<file path="src/rtl/rv32i_types.sv">
// Shared RV32I types used by the MEM-stage data-memory access unit.
package rv32i_types;

    localparam int unsigned BE_W  = 4;
    localparam int unsigned OFF_W = 2;
    localparam int unsigned SEL_W = 3;

    typedef enum logic [SEL_W-1:0] {
        mdr_lw  = 3'b000,
        mdr_lh  = 3'b001,
        mdr_lhu = 3'b010,
        mdr_lb  = 3'b011,
        mdr_lbu = 3'b100
    } mdr_sel_t;

    typedef enum logic [1:0] {
        DM_IDLE   = 2'd0,
        DM_ACCESS = 2'd1,
        DM_DONE   = 2'd2
    } dmem_state_t;

    // Access size comes from the byte enable for stores and from mdr_sel for loads.
    function automatic logic is_misaligned(input logic            is_write,
                                           input logic [BE_W-1:0] be,
                                           input logic [SEL_W-1:0] sel,
                                           input logic [OFF_W-1:0] off);
        logic half;
        logic word;
        if (is_write) begin
            half = (be == 4'b0011);
            word = (be == 4'b1111);
        end else begin
            half = (sel == mdr_lh) || (sel == mdr_lhu);
            word = !(half || (sel == mdr_lb) || (sel == mdr_lbu));
        end
        return (half && off[0]) || (word && (off != 2'b00));
    endfunction

endpackage

</file>
<file path="src/rtl/load_extend.sv">
// Aligns the memory read word to the access offset and sign/zero-extends it.
module load_extend
    import rv32i_types::*;
#(
    parameter int unsigned DATA_W = 32
) (
    input  logic [DATA_W-1:0] rdata,
    input  logic [OFF_W-1:0]  offset,
    input  logic [SEL_W-1:0]  mdr_sel,
    output logic [DATA_W-1:0] load_data
);

    logic [DATA_W-1:0] word;

    always_comb begin
        word = rdata >> {offset, 3'b000};
        unique case (mdr_sel)
            mdr_lb:  load_data = {{(DATA_W-8){word[7]}}, word[7:0]};
            mdr_lbu: load_data = {{(DATA_W-8){1'b0}}, word[7:0]};
            mdr_lh:  load_data = {{(DATA_W-16){word[15]}}, word[15:0]};
            mdr_lhu: load_data = {{(DATA_W-16){1'b0}}, word[15:0]};
            default: load_data = word;
        endcase
    end

endmodule

</file>
<file path="src/rtl/dmem_access_unit.sv">
// MEM-stage data-memory access FSM: request/response handshake, store lane shift, load extend.
// Optional DMEM_MISALIGN_CHECK_EN: misaligned halfword/word requests fault straight to DONE.
module dmem_access_unit
    import rv32i_types::*;
#(
    parameter int unsigned ADDR_W = 32,
    parameter int unsigned DATA_W = 32
) (
    input  logic              clk,
    input  logic              rst_n,
    input  logic              req_valid,
    input  logic              mem_read,
    input  logic              mem_write,
    input  logic [BE_W-1:0]   mem_byte_enable,
    input  logic [SEL_W-1:0]  mdr_sel,
    input  logic [ADDR_W-1:0] addr,
    input  logic [DATA_W-1:0] wdata,
    input  logic              pipe_advance,
    input  logic              dmem_resp,
    input  logic [DATA_W-1:0] dmem_rdata,
    output logic              dmem_read,
    output logic              dmem_write,
    output logic [ADDR_W-1:0] dmem_address,
    output logic [BE_W-1:0]   dmem_byte_enable,
    output logic [DATA_W-1:0] dmem_wdata,
    output logic [DATA_W-1:0] load_data,
    output logic              stall,
    output logic              misaligned
);

    dmem_state_t         state_q, state_d;
    logic                rd_q, rd_d;
    logic                wr_q, wr_d;
    logic [ADDR_W-3:0]   addr_q, addr_d;
    logic [OFF_W-1:0]    off_q, off_d;
    logic [SEL_W-1:0]    sel_q, sel_d;
    logic [BE_W-1:0]     be_q, be_d;
    logic [DATA_W-1:0]   wdata_q, wdata_d;
    logic [DATA_W-1:0]   load_q, load_d;
    logic                mis_q, mis_d;
    logic                memop_c;
    logic                mis_req_c;
    logic [DATA_W-1:0]   ext_data_c;

    assign memop_c = req_valid & (mem_read | mem_write);

`ifdef DMEM_MISALIGN_CHECK_EN
    assign mis_req_c = is_misaligned(mem_write, mem_byte_enable, mdr_sel, addr[1:0]);
`else
    assign mis_req_c = 1'b0;
`endif

    load_extend #(.DATA_W(DATA_W)) u_load_extend (
        .rdata     (dmem_rdata),
        .offset    (off_q),
        .mdr_sel   (sel_q),
        .load_data (ext_data_c)
    );

    always_ff @(posedge clk) begin
        if (!rst_n) begin
            state_q <= DM_IDLE;
            rd_q    <= 1'b0;
            wr_q    <= 1'b0;
            addr_q  <= '0;
            off_q   <= '0;
            sel_q   <= '0;
            be_q    <= '0;
            wdata_q <= '0;
            load_q  <= '0;
            mis_q   <= 1'b0;
        end else begin
            state_q <= state_d;
            rd_q    <= rd_d;
            wr_q    <= wr_d;
            addr_q  <= addr_d;
            off_q   <= off_d;
            sel_q   <= sel_d;
            be_q    <= be_d;
            wdata_q <= wdata_d;
            load_q  <= load_d;
            mis_q   <= mis_d;
        end
    end

    always_comb begin
        state_d = state_q;
        rd_d    = rd_q;
        wr_d    = wr_q;
        addr_d  = addr_q;
        off_d   = off_q;
        sel_d   = sel_q;
        be_d    = be_q;
        wdata_d = wdata_q;
        load_d  = load_q;
        mis_d   = mis_q;
        unique case (state_q)
            DM_IDLE: begin
                if (memop_c) begin
                    off_d  = addr[1:0];
                    sel_d  = mdr_sel;
                    addr_d = addr[ADDR_W-1:2];
                    if (mis_req_c) begin
                        state_d = DM_DONE;
                        mis_d   = 1'b1;
                        load_d  = '0;
                    end else begin
                        // Write wins when both read and write are requested.
                        state_d = DM_ACCESS;
                        rd_d    = mem_read & ~mem_write;
                        wr_d    = mem_write;
                        be_d    = BE_W'(mem_byte_enable << addr[1:0]);
                        wdata_d = DATA_W'(wdata << {addr[1:0], 3'b000});
                    end
                end
            end
            DM_ACCESS: begin
                if (dmem_resp) begin
                    state_d = DM_DONE;
                    rd_d    = 1'b0;
                    wr_d    = 1'b0;
                    be_d    = '0;
                    wdata_d = '0;
                    load_d  = wr_q ? '0 : ext_data_c;
                end
            end
            DM_DONE: begin
                if (pipe_advance) begin
                    state_d = DM_IDLE;
                    mis_d   = 1'b0;
                end
            end
            default: state_d = DM_IDLE;
        endcase
    end

    // The captured address is only authoritative while the access is outstanding.
    assign dmem_address     = (state_q == DM_ACCESS) ? {addr_q, 2'b00}
                                                     : {addr[ADDR_W-1:2], 2'b00};
    assign dmem_read        = rd_q;
    assign dmem_write       = wr_q;
    assign dmem_byte_enable = be_q;
    assign dmem_wdata       = wdata_q;
    assign load_data        = load_q;
    assign misaligned       = mis_q;
    assign stall            = rst_n & memop_c & (state_q != DM_DONE);

endmodule

</file>
<file path="config.mk">
export PLATFORM = sky130hd
export DESIGN_NAME = dmem_access_unit
export DESIGN_NICKNAME = d
export VERILOG_FILES = /design/src/rtl/rv32i_types.sv /design/src/rtl/load_extend.sv /design/src/rtl/dmem_access_unit.sv
export SDC_FILE = /design/constraint.sdc
export NUM_CORES = 1
export LEC_CHECK = 0
export CORE_ASPECT_RATIO = 0.6
export CORE_MARGIN = 5
export CORE_UTILIZATION = 45
export DETAILED_ROUTE_END_ITERATION = 10
export GPL_ROUTABILITY_DRIVEN = 0
export PLACE_DENSITY = 0.83
export SYNTH_ARGS = -nofsm -noshare
export SYNTH_HDL_FRONTEND = slang
export SYNTH_SLANG_ARGS = --single-unit
export TNS_END_PERCENT = 5
</file>
<file path="constraint.sdc">
create_clock -name clk -period 4.2 [get_ports clk]
set_input_delay 0.84 -clock clk [delete_from_list [all_inputs] [get_ports clk]]
set_output_delay 0.84 -clock clk [all_outputs]
set_load 0.03 [all_outputs]
</file>
==> out/qor.yml <==
outcome:
  run_status: "finished clean"
power:
  p_total_mw: 2.71
  clkPwrFrac: 0.340
  p_per_area_mw_per_mm2: 349
  p_switching_mw: 0.806
  p_int_mw: 1.90
  p_leak_nw: 2.84
  irDropWorstVdd_mv: 0.208
  switching_share: 0.297
  combPwrFrac: 0.254
  seq_power_share: 0.406
clock_network:
  cts_tree: "yes"
  post_cts_resized: 0
  cts_setup_buffers: 0
  cts.hold.buffers_added: 0
  numClockSinks: 107
  clockBufferDepth: 2
  htree_levels: 3
  root_buffer: "clkbuf_16"
  clk_pin_slew_ns: 0.06
  cts_buffers: 9
  clk_latency_ns: 0.34
global_route:
  antenna_found_initial: 0
  grt_pass1_wl_mm: 27.9
  grt_overflow: 0
  grt_use_total: 0.246
  grt_max_degree: 42
  grt_pass1_vias: 5500
flow_run:
  cap_violations: 0
placed_design:
  place.port_buffers: 210
  dpl_cell_area_mm2: 0.00743
  detailed_place_hpwl_mm: 13.5
timing:
  skew_ns: 0.00689
  finalHoldViolCount: 0
  drv_slew: 0
  setup_viol: 0
  period_needed_ns: 3.24
  fin_tns_setup_ns: 0
  rsz0062_at_grt: "no"
  max_clock_freq_mhz: 308
  relSlewSlack: 0.166
  period_share: 0.772
  timing.hold.ws_ns: 0.456
  worst_pin_slew_ns: 1.25
drt:
  dr.pass1.iters: 4
  via_per_inst: 5.50
  route.detailed.drc: 0
  drtAntennaViolNets: 0
  totalWireLength_mm: 17.9
  wl_per_cell_um: 17.3
  drtIter0Drc: 373
  dr_total_vias: 5680
yosys:
  syn-cell-area_mm2: 0.00528
  ys_ff_latch: 107
  async_flop_share: 0
  syn_area_per_cell_um2: 7.60
  ys_types: 38
  synthFlopType: "dfxtp_1"
  synthCells: 695
  synth-edff-count: 0
  yosysWarnings: 0
  yosysSeqAreaShare: 0.406
cells_and_area:
  drive_gt1_frac: 0.0516
  final_net_count: 977
  post-route-cell-area_mm2: 0.00776
  antenna_cells: 0
  syn_to_final_growth_pct: 46.9
floorplanning:
  coreArea_mm2: 0.0114
  start_util: 0.464
  die_area_mm2: 0.0141
  io-pin-count: 214
  die_y_um: 93.9
  rows: 30
  die_w_um: 150
setup_path:
  cp_data_arrival_time_ns: 2.40
  crit_chain: "clkdlybuf4s50_1 > o21ai_1 > nor2_1 > clkdlybuf4s50_1"
  crit_required_ns: 3.36
  crit_cells: 4
  rr_worst_depth: 5
  crit_buf_inv: 2
  critical_path.most_common_cell: "clkdlybuf4s50_1"
  path_class: "primary input to primary output"
  critPathLaunchType: "primary input"
  end_kind: "primary output"
  max_stage_delay_ns: 0.62
  worst-path-max-fanout: 5
  path_delay_family: "buffers and inverters"
  crit_path_top_delay_cell: "clkdlybuf4s50_1"
min_path:
  hp-class: "flip-flop to flip-flop"
  worstHoldPathCells: 2
## worst min-delay path, stage by stage, from the launching register on
cell	delay, ns
dfxtp_1	0.31
nand2_1	0.05
a21oi_1	0.05
## cells in the final DEF (no fill, tap or decap), types with 2 or more instances in the layout
cell type,synthesis,layout
buf_4,4,14
a21oi_1,89,89
o21ai_1,2,2
or4_1,9,9
nor2_1,23,22
o31ai_1,8,8
mux2_2,9,9
clkinvlp_4,0,2
clkbuf_16,0,9
xnor2_1,2,2
o21ai_0,24,24
nand2b_1,3,3
nand2_1,198,198
mux2i_1,49,49
o211ai_1,9,9
clkdlybuf4s50_1,0,210
nor2b_1,3,2
dfxtp_1,107,107
bufinv_16,0,2
o21a_1,3,3
nand3_1,52,52
o2bb2ai_1,17,17
a22oi_1,8,8
conb_1,1,3
## synth_stat cells (4+ instances only)
cell type,number,area [um2]
o211ai_1,9,67.6
a21oi_1,89,445
nor2_1,23,86.3
nand3_1,52,260
mux2_2,9,101
clkbuf_1,45,169
buf_1,8,30.0
o2bb2ai_1,17,149
o31ai_1,8,60.1
o21ai_0,24,120
or4_1,9,67.6
a22oi_1,8,60.1
mux2i_1,49,490
dfxtp_1,107,2140
buf_2,6,30.0
nand2_1,198,743
buf_4,4,30.0
## power groups by stage
| stage | clock, mW | sequential (mW) | combinational, mW |
|---|---|---|---|
| final | 0.921 | 1.10 | 0.689 |
| after global routing | 0.979 | 1.10 | 0.739 |
| after CTS | 0.933 | 1.10 | 0.688 |
| after detailed placement | 0 | 1.12 | 0.684 |
| after global placement | 0 | 1.12 | 0.671 |
| after floorplan | 0 | 1.17 | 0.330 |
## state kept, by name, indices dropped and copies added (netlist names)
name              count
sel_q                 3
load_data            32
dmem_read             1
addr_q               30
dmem_byte_enable      4
state_q               2
off_q                 2
dmem_wdata           32
dmem_write            1
## per-stage QoR
step / utilization / worst slack, ns / std cells
2_1_floorplan: - / 1.54 / 697
3_3_place_gp: 0.653 / 0.999 / 1016
3_5_place_dp: 0.653 / 0.971 / 1016
4_1_cts: 0.682 / 0.969 / 1032
5_1_grt: 0.682 / 0.881 / 1032
6_report: 0.682 / 0.957 / 1032
## layer usage
layer	part of all wire	routed length, um	GRT usage	up-vias
li1	-	-	-	2728
met1	0.43	7710	0.329	2652
met2	0.44	7920	0.383	264
met3	0.10	1830	0.0709	36
met4	0.024	427	0.0769	0
met5	0	0	0	-
## layout make-up
type | count | area [um2]
clock inverters | 5 | 83.8
inverters | 1 | 3.75
multi-input cells | 524 | 2880
flip-flops and latches | 107 | 2140
clock buffers | 11 | 243
repair buffers | 224 | 2210
fillers | 933 | 3620
well taps | 160 | 200
## cells by family after synthesis
family | count (synthesis) | synth area share
and+or+nand+nor | 298 | 0.240
AOI/OAI and AO/OA | 162 | 0.180
DFF | 107 | 0.406
buffers and inverters | 66 | 0.0540
muxes | 59 | 0.116
xor gates and xnor gates | 2 | 0.00332
other | 1 | 0.000710
## worst paths after layout
path             start       endpoint  slack (ns)
max          mem_write          stall        0.96
min          addr_q[6]      addr_q[6]        0.46
max reg2reg   off_q[1]  load_data[23]        1.68
min reg2reg  addr_q[6]      addr_q[6]        0.46
(Power assumes the default switching activity.)
